==> src/rtl/if_fetch_ctrl_if.sv <==
// Instruction bus between the fetch controller (master) and instruction memory (slave).
//
// Handshake: single outstanding request. The master raises ibus_req_o with ibus_addr_o
// and holds both unchanged until it samples ibus_ack_i=1 on a clock edge. That edge
// completes the transfer, and ibus_rdata_i is valid in the same cycle. An ack seen
// while ibus_req_o=0 means nothing. A request is never withdrawn before its ack.
//
// Signals:
//   ibus_req_o    master -> slave  fetch request
//   ibus_addr_o   master -> slave  fetch address (32)
//   ibus_ack_i    slave  -> master fetch complete
//   ibus_rdata_i  slave  -> master instruction word (32)
interface if_fetch_ctrl_if;
   logic        ibus_req_o;
   logic [31:0] ibus_addr_o;
   logic        ibus_ack_i;
   logic [31:0] ibus_rdata_i;

   modport master (output ibus_req_o, ibus_addr_o, input ibus_ack_i, ibus_rdata_i);
   modport slave  (input ibus_req_o, ibus_addr_o, output ibus_ack_i, ibus_rdata_i);
endinterface

==> src/rtl/if_fetch_ctrl.sv <==
// Instruction-fetch sequencer. It owns the fetch PC and issues one request at a time on
// the instruction bus. A taken branch redirects after the delay slot, and a flush
// redirects at once. The fetched word and its PC go to the IF/ID stage.
//
// Ports:
//   clk, rst          clock; asynchronous active-high reset
//   stall_i[5:0]      [0] no new fetch, [1] hold IF/ID outputs (other bits unused here)
//   flush_i/new_pc_i  exception flush and its target
//   branch_flag_i/branch_target_i  taken branch resolved in ID and its target
//   ibus              instruction bus (master side)
//   pc_o/inst_o/inst_valid_o  IF/ID outputs
//   stallreq_o        stall request while a fetch has not returned
//   state_dbg         current FSM state (IDLE=0, FETCH=1, HOLD=2, DISCARD=3)
module if_fetch_ctrl #(
   parameter logic [31:0] RESET_PC = 32'h0000_0000
) (
   input  logic                  clk,
   input  logic                  rst,
   input  logic [5:0]            stall_i,
   input  logic                  flush_i,
   input  logic [31:0]           new_pc_i,
   input  logic                  branch_flag_i,
   input  logic [31:0]           branch_target_i,
   if_fetch_ctrl_if.master       ibus,
   output logic [31:0]           pc_o,
   output logic [31:0]           inst_o,
   output logic                  inst_valid_o,
   output logic                  stallreq_o,
   output logic [1:0]            state_dbg
);

   typedef enum logic [1:0] {IDLE = 2'd0, FETCH = 2'd1, HOLD = 2'd2, DISCARD = 2'd3} state_t;

   state_t      state, state_nxt;
   logic [31:0] fetch_pc;
   logic        br_pend;
   logic [31:0] br_tgt;
   logic [31:0] hold_inst;
   logic [31:0] hold_pc;

   logic        ack_seen;
   logic        fetch_done;
   logic        br_taken;
   logic [31:0] br_dest;

   // Only the two low stall bits concern the fetch stage.
   logic        unused_stall;
   assign unused_stall = ^stall_i[5:2];

   assign ack_seen   = ibus.ibus_req_o & ibus.ibus_ack_i;
   // A completed fetch whose word is kept (not in DISCARD).
   assign fetch_done = (state == FETCH) & ack_seen;
   // A branch that arrives on the same edge as the ack already steers the next fetch.
   assign br_taken   = branch_flag_i | br_pend;
   assign br_dest    = branch_flag_i ? branch_target_i : br_tgt;

   // State register
   always_ff @(posedge clk or posedge rst) begin
      if (rst) state <= IDLE;
      else     state <= state_nxt;
   end

   // Next-state logic
   always_comb begin
      state_nxt = state;
      if (flush_i) begin
         // A request that is still outstanding must be drained before fetching again.
         state_nxt = (ibus.ibus_req_o && !ibus.ibus_ack_i) ? DISCARD : FETCH;
      end else begin
         case (state)
            IDLE:    state_nxt = FETCH;
            FETCH:   if (ack_seen && stall_i[1]) state_nxt = HOLD;
            HOLD:    if (!stall_i[1]) state_nxt = FETCH;
            DISCARD: if (ack_seen) state_nxt = FETCH;
            default: state_nxt = IDLE;
         endcase
      end
   end

   // Output logic
   always_comb begin
      stallreq_o = (ibus.ibus_req_o & ~ibus.ibus_ack_i)
                 | (state == DISCARD)
                 | ((state == FETCH) & ~ibus.ibus_req_o & ~stall_i[0]);
      state_dbg  = state;
   end

   // Datapath: bus request, fetch PC, branch tracking, hold buffer, IF/ID outputs
   always_ff @(posedge clk or posedge rst) begin
      if (rst) begin
         ibus.ibus_req_o  <= 1'b0;
         ibus.ibus_addr_o <= RESET_PC;
         fetch_pc         <= RESET_PC;
         br_pend          <= 1'b0;
         br_tgt           <= 32'h0;
         hold_inst        <= 32'h0;
         hold_pc          <= 32'h0;
         pc_o             <= RESET_PC;
         inst_o           <= 32'h0;
         inst_valid_o     <= 1'b0;
      end else begin
         // The request drops on every ack, including a flushed or discarded one.
         // A new request never launches on the ack edge, so fetches are separated
         // by at least one idle bus cycle.
         if (ack_seen) begin
            ibus.ibus_req_o <= 1'b0;
         end else if (!flush_i && state == FETCH && !ibus.ibus_req_o && !stall_i[0]) begin
            ibus.ibus_req_o  <= 1'b1;
            ibus.ibus_addr_o <= fetch_pc;
         end

         if (flush_i) begin
            fetch_pc <= new_pc_i;
            br_pend  <= 1'b0;
         end else if (fetch_done) begin
            fetch_pc <= br_taken ? br_dest : fetch_pc + 32'd4;
            br_pend  <= 1'b0;
         end else if (branch_flag_i) begin
            br_pend <= 1'b1;
            br_tgt  <= branch_target_i;
         end

         if (flush_i) begin
            hold_inst <= 32'h0;
            hold_pc   <= 32'h0;
         end else if (fetch_done && stall_i[1]) begin
            hold_inst <= ibus.ibus_rdata_i;
            hold_pc   <= ibus.ibus_addr_o;
         end

         if (flush_i) begin
            inst_valid_o <= 1'b0;
         end else if (!stall_i[1]) begin
            if (fetch_done) begin
               inst_o       <= ibus.ibus_rdata_i;
               pc_o         <= ibus.ibus_addr_o;
               inst_valid_o <= 1'b1;
            end else if (state == HOLD) begin
               inst_o       <= hold_inst;
               pc_o         <= hold_pc;
               inst_valid_o <= 1'b1;
            end else begin
               inst_valid_o <= 1'b0;
            end
         end
      end
   end

endmodule
==> src/flat_wrapper.sv <==
// flat-port wrapper written by rule: the top's interface ports become plain ports
module if_fetch_ctrl_flat 
#(
   parameter logic [31:0] RESET_PC = 32'h0000_0000
)
  (clk, rst, stall_i, flush_i, new_pc_i, branch_flag_i, branch_target_i, pc_o, inst_o, inst_valid_o, stallreq_o, state_dbg, ibus_ibus_req_o, ibus_ibus_addr_o, ibus_ibus_ack_i, ibus_ibus_rdata_i);
  if_fetch_ctrl_if ibus_i ();
  input  logic clk;
  input  logic rst;
  input  logic [5:0] stall_i;
  input  logic flush_i;
  input  logic [31:0] new_pc_i;
  input  logic branch_flag_i;
  input  logic [31:0] branch_target_i;
  output logic [31:0] pc_o;
  output logic [31:0] inst_o;
  output logic inst_valid_o;
  output logic stallreq_o;
  output logic [1:0] state_dbg;
  output wire logic [$bits(ibus_i.ibus_req_o)-1:0] ibus_ibus_req_o;
  output wire logic [$bits(ibus_i.ibus_addr_o)-1:0] ibus_ibus_addr_o;
  input wire logic [$bits(ibus_i.ibus_ack_i)-1:0] ibus_ibus_ack_i;
  input wire logic [$bits(ibus_i.ibus_rdata_i)-1:0] ibus_ibus_rdata_i;
  assign ibus_ibus_req_o = ibus_i.ibus_req_o;
  assign ibus_ibus_addr_o = ibus_i.ibus_addr_o;
  assign ibus_i.ibus_ack_i = ibus_ibus_ack_i;
  assign ibus_i.ibus_rdata_i = ibus_ibus_rdata_i;
  if_fetch_ctrl #(.RESET_PC(RESET_PC)) u_core (.clk(clk), .rst(rst), .stall_i(stall_i), .flush_i(flush_i), .new_pc_i(new_pc_i), .branch_flag_i(branch_flag_i), .branch_target_i(branch_target_i), .ibus(ibus_i), .pc_o(pc_o), .inst_o(inst_o), .inst_valid_o(inst_valid_o), .stallreq_o(stallreq_o), .state_dbg(state_dbg));
endmodule
==> config.mk <==
export PLATFORM = sky130hd
export DESIGN_NAME = if_fetch_ctrl_flat
export DESIGN_NICKNAME = d
export VERILOG_FILES = /design/src/rtl/if_fetch_ctrl_if.sv /design/src/rtl/if_fetch_ctrl.sv /design/src/flat_wrapper.sv
export SDC_FILE = /design/constraint.sdc
export NUM_CORES = 1
export LEC_CHECK = 0
export CORE_MARGIN = 1
export CORE_UTILIZATION = 50
export DETAILED_ROUTE_END_ITERATION = 6
export DONT_BUFFER_PORTS = 1
export PLACE_DENSITY_LB_ADDON = 0.25
export SLEW_MARGIN = 20
export SYNTH_ARGS = -nofsm -noshare
export SYNTH_HDL_FRONTEND = slang
export SYNTH_SLANG_ARGS = --single-unit
==> constraint.sdc <==
create_clock -name clk -period 7.34 [get_ports clk]
set_input_delay 0.367 -clock clk [delete_from_list [all_inputs] [get_ports clk]]
set_output_delay 0.367 -clock clk [all_outputs]
set_load 0.005 [all_outputs]
==> reports/metrics.csv <==
metric,value,unit
Finish-stage setup viols,0,
GP Congestion,0.8270,
DR iter-0 viols,566,
met2 usage,39.01,%
Setup TNS Final,0,ns
initial antenna violation count,0,
post-synth cell types,60,
max_cap viols,0,
crit path capture type,register,
"EDFF count, synth",0,
DP Cell Count,1226,
"Top FF cell, synth",dfrtp_1,
Initial Util,50.84,%
Longest Clk Path Bufs,3,
Post-route DRC,0,
power per cell area,286.5,nW/um^2
Clock transition at path regs,0.06,ns
crit path DAT,3.98,ns
Fillers,1750,
multi-input logic area,4538,um^2
clock skew,0.01561,ns
post-synth top area cell,dfrtp_1,
final worst-path cycle share,48.80,%
largest net degree at the start of global routing,148,
Synth Cell Area,10650,um^2
Place WS,3.870,ns
Final Net Count,1163,
RSZ-0062 raised after global routing,false,
Hold Crit Class,in -> reg,
final hold violations,0,
Hold WS,0.03802,ns
grt peak-use layer,met2,
cts bufs inserted,25,
DIE AREA,21900,um^2
port buffer count,0,
Synth top area share,53.79,%
Worst-Skew Late Latency,0.53,ns
slew margin rel.,34.06,%
vias in the first global route,7845,
Clock Tree Root,clkbuf_16,
CP Launch Type,register,
Final Non-Filler Cells,1347,
"flops & latches, synth",229,
Tot Pwr,3.548,mW
Post-Syn Instances,1015,
Worst Max-Slew Pin Slew,0.9891,ns
Worst VDD drop,0.1838,mV
Sink Count,229,
IO Pins,208,
register area share after synthesis,53.79,%
Mapped Nets,1123,
final worst slack,3.758,ns
wire per inst,19.90,um
dpl hpwl,16.75,mm
syn avg cell area,10.50,um^2
Vias,7877,
Congestion Overflow GR,0,
met1 Usage GRT,33.36,%
routed vias/inst,5.848,
Fmax,279.2,MHz
layout cells sized above 1,12.87,%
gr usage total,24.55,%
"commonest cells after routing, fill and taps aside","dfrtp_1 (229), nand2_1 (185), o21ai_0 (105)",
Synth Warn #,0,
first-pass GRT wire length,43.24,mm
Lkg Pwr,5.172,nW
WS Path Type,reg -> reg,
H-tree Lvls,1,
core outline area,20960,um^2
Synth async-reset ratio,100.0,%
"antenna viol nets, final",0,
status,"finished, final reports clean",
Ant. Diodes,0,
WP data required,7.74,ns
"commonest non-fill, non-tap cell in the layout",dfrtp_1,
Reg area,5731,um^2
Tmin final,3.582,ns
row cnt,53,
CTS tree,done,
"top cells by area, synth","dfrtp_1 (54%), mux2i_1 (7.0%), mux2_2 (6.9%)",
worst-path fanout max,55,
routed wire length,26.80,mm
Resized Gates After CTS,0,
met3 Use GR,6.389,%
Final Max Tran Viols,0,
Pre-antenna DRT Iters,5,
Die Height,148.0,um
P&R area growth vs syn,16.23,%
die width,148.0,um
==> cell usage after synthesis (all sizes together) (2+ instances only) <==
library cell / instances
dfrtp: 229
nand2: 187
o21ai: 106
mux2i: 74
mux2: 66
a21oi: 65
clkbuf: 46
a22o: 33
buf: 29
nor2: 24
a31oi: 15
inv: 13
nand4: 11
nand3: 10
o22ai: 9
and2: 8
and3: 8
o211ai: 8
nor3: 7
o21a: 7
a41oi: 6
nor2b: 6
a211oi: 5
nand2b: 4
a21o: 3
a22oi: 3
a2bb2oi: 3
nand3b: 3
o31ai: 3
o32ai: 3
a221oi: 2
nand4b: 2
nor4: 2
o31a: 2
or3: 2
==> flip-flops by register name, indices dropped and copies added, names as in the netlist, 2 cells and up <==
signal,cells
u_core.br_tgt,32
u_core.fetch_pc,32
u_core.hold_inst,32
u_core.hold_pc,32
u_core.ibus.ibus_addr_o,32
u_core.inst_o,32
u_core.pc_o,32
u_core.state_dbg,2
==> worst max-delay path, stage by stage, from the launching register on <==
cell and delay, ns:
dfrtp_1 0.50, and4b_4 0.61, buf_4 0.83, nand2_2 0.64
nand2_1 0.21, a21oi_1 0.08, dlygate4sd3_1 0.56
==> routing by layer <==
layer | up-vias | part of all wire (%)
met4 | 0 | 1.9
met3 | 36 | 8.3
met1 | 3887 | 43
li1 | 3693 | -
met2 | 261 | 47
met5 | - | 0
==> logic make-up (layout without fill, tap and decap cells) <==
| family | count (synthesis) | count (layout) | synth area share [%] |
|---|---|---|---|
| compound gates | 277 | 277 | 15.85 |
| flops | 229 | 229 | 53.79 |
| xor+xnor | 1 | 1 | 0.08222 |
| buf+inv | 88 | 145 | 4.040 |
| fa+ha+maj | 1 | 1 | 0.1174 |
| mux | 140 | 140 | 13.93 |
| simple gates | 279 | 279 | 12.19 |
==> what timing repair did <==
item / in CTS / in global routing
hold buffers: 77 / 0
endpoints found under the hold margin: 89 / 0
endpoints found under the setup margin: 0 / 0
buffers inserted: 0 / 0
==> worst paths after layout <==
path	to	slack (ns)	depth (start not counted)	from
max	u_core.hold_inst[8]	3.76	6	u_core.state_dbg[1]
min	u_core.ibus.ibus_req_o	0.04	2	ibus_ibus_ack_i
max reg2reg	u_core.hold_inst[8]	3.76	6	u_core.state_dbg[1]
min reg2reg	u_core.br_tgt[19]	0.49	1	u_core.br_tgt[19]
max in group asynchronous	u_core.ibus.ibus_addr_o[24]	5.59	3	rst
min in group asynchronous	u_core.pc_o[3]	0.48	2	rst
==> stage by stage <==
step                      instance area [um^2]  util [%]
after floorplan                          10650         -
after global placement                   10740     51.25
after detailed placement                 10740     51.25
after CTS                                12360     59.00
after global routing                     12380     59.09
final                                    12380     59.09
==> power by group <==
group | leakage (nW) | internal, mW | switching, mW
registers | 2.97 | 1.49 | 0.278
clock network | 0.397 | 0.772 | 0.514
logic | 1.80 | 0.255 | 0.240
total | 5.17 | 2.52 | 1.03
==> cell type report <==
class                           instances  area share, %
Inverter                               13         0.4951
Multi-Input combinational cell        698          36.65
Clock buffer                           33          5.618
Clock inverter                         11          1.182
Timing Repair Buffer                   88          7.002
Tap cell                              275          2.779
Sequential cell                       229          46.28
Note: power is estimated with default switching activity, not from simulation.
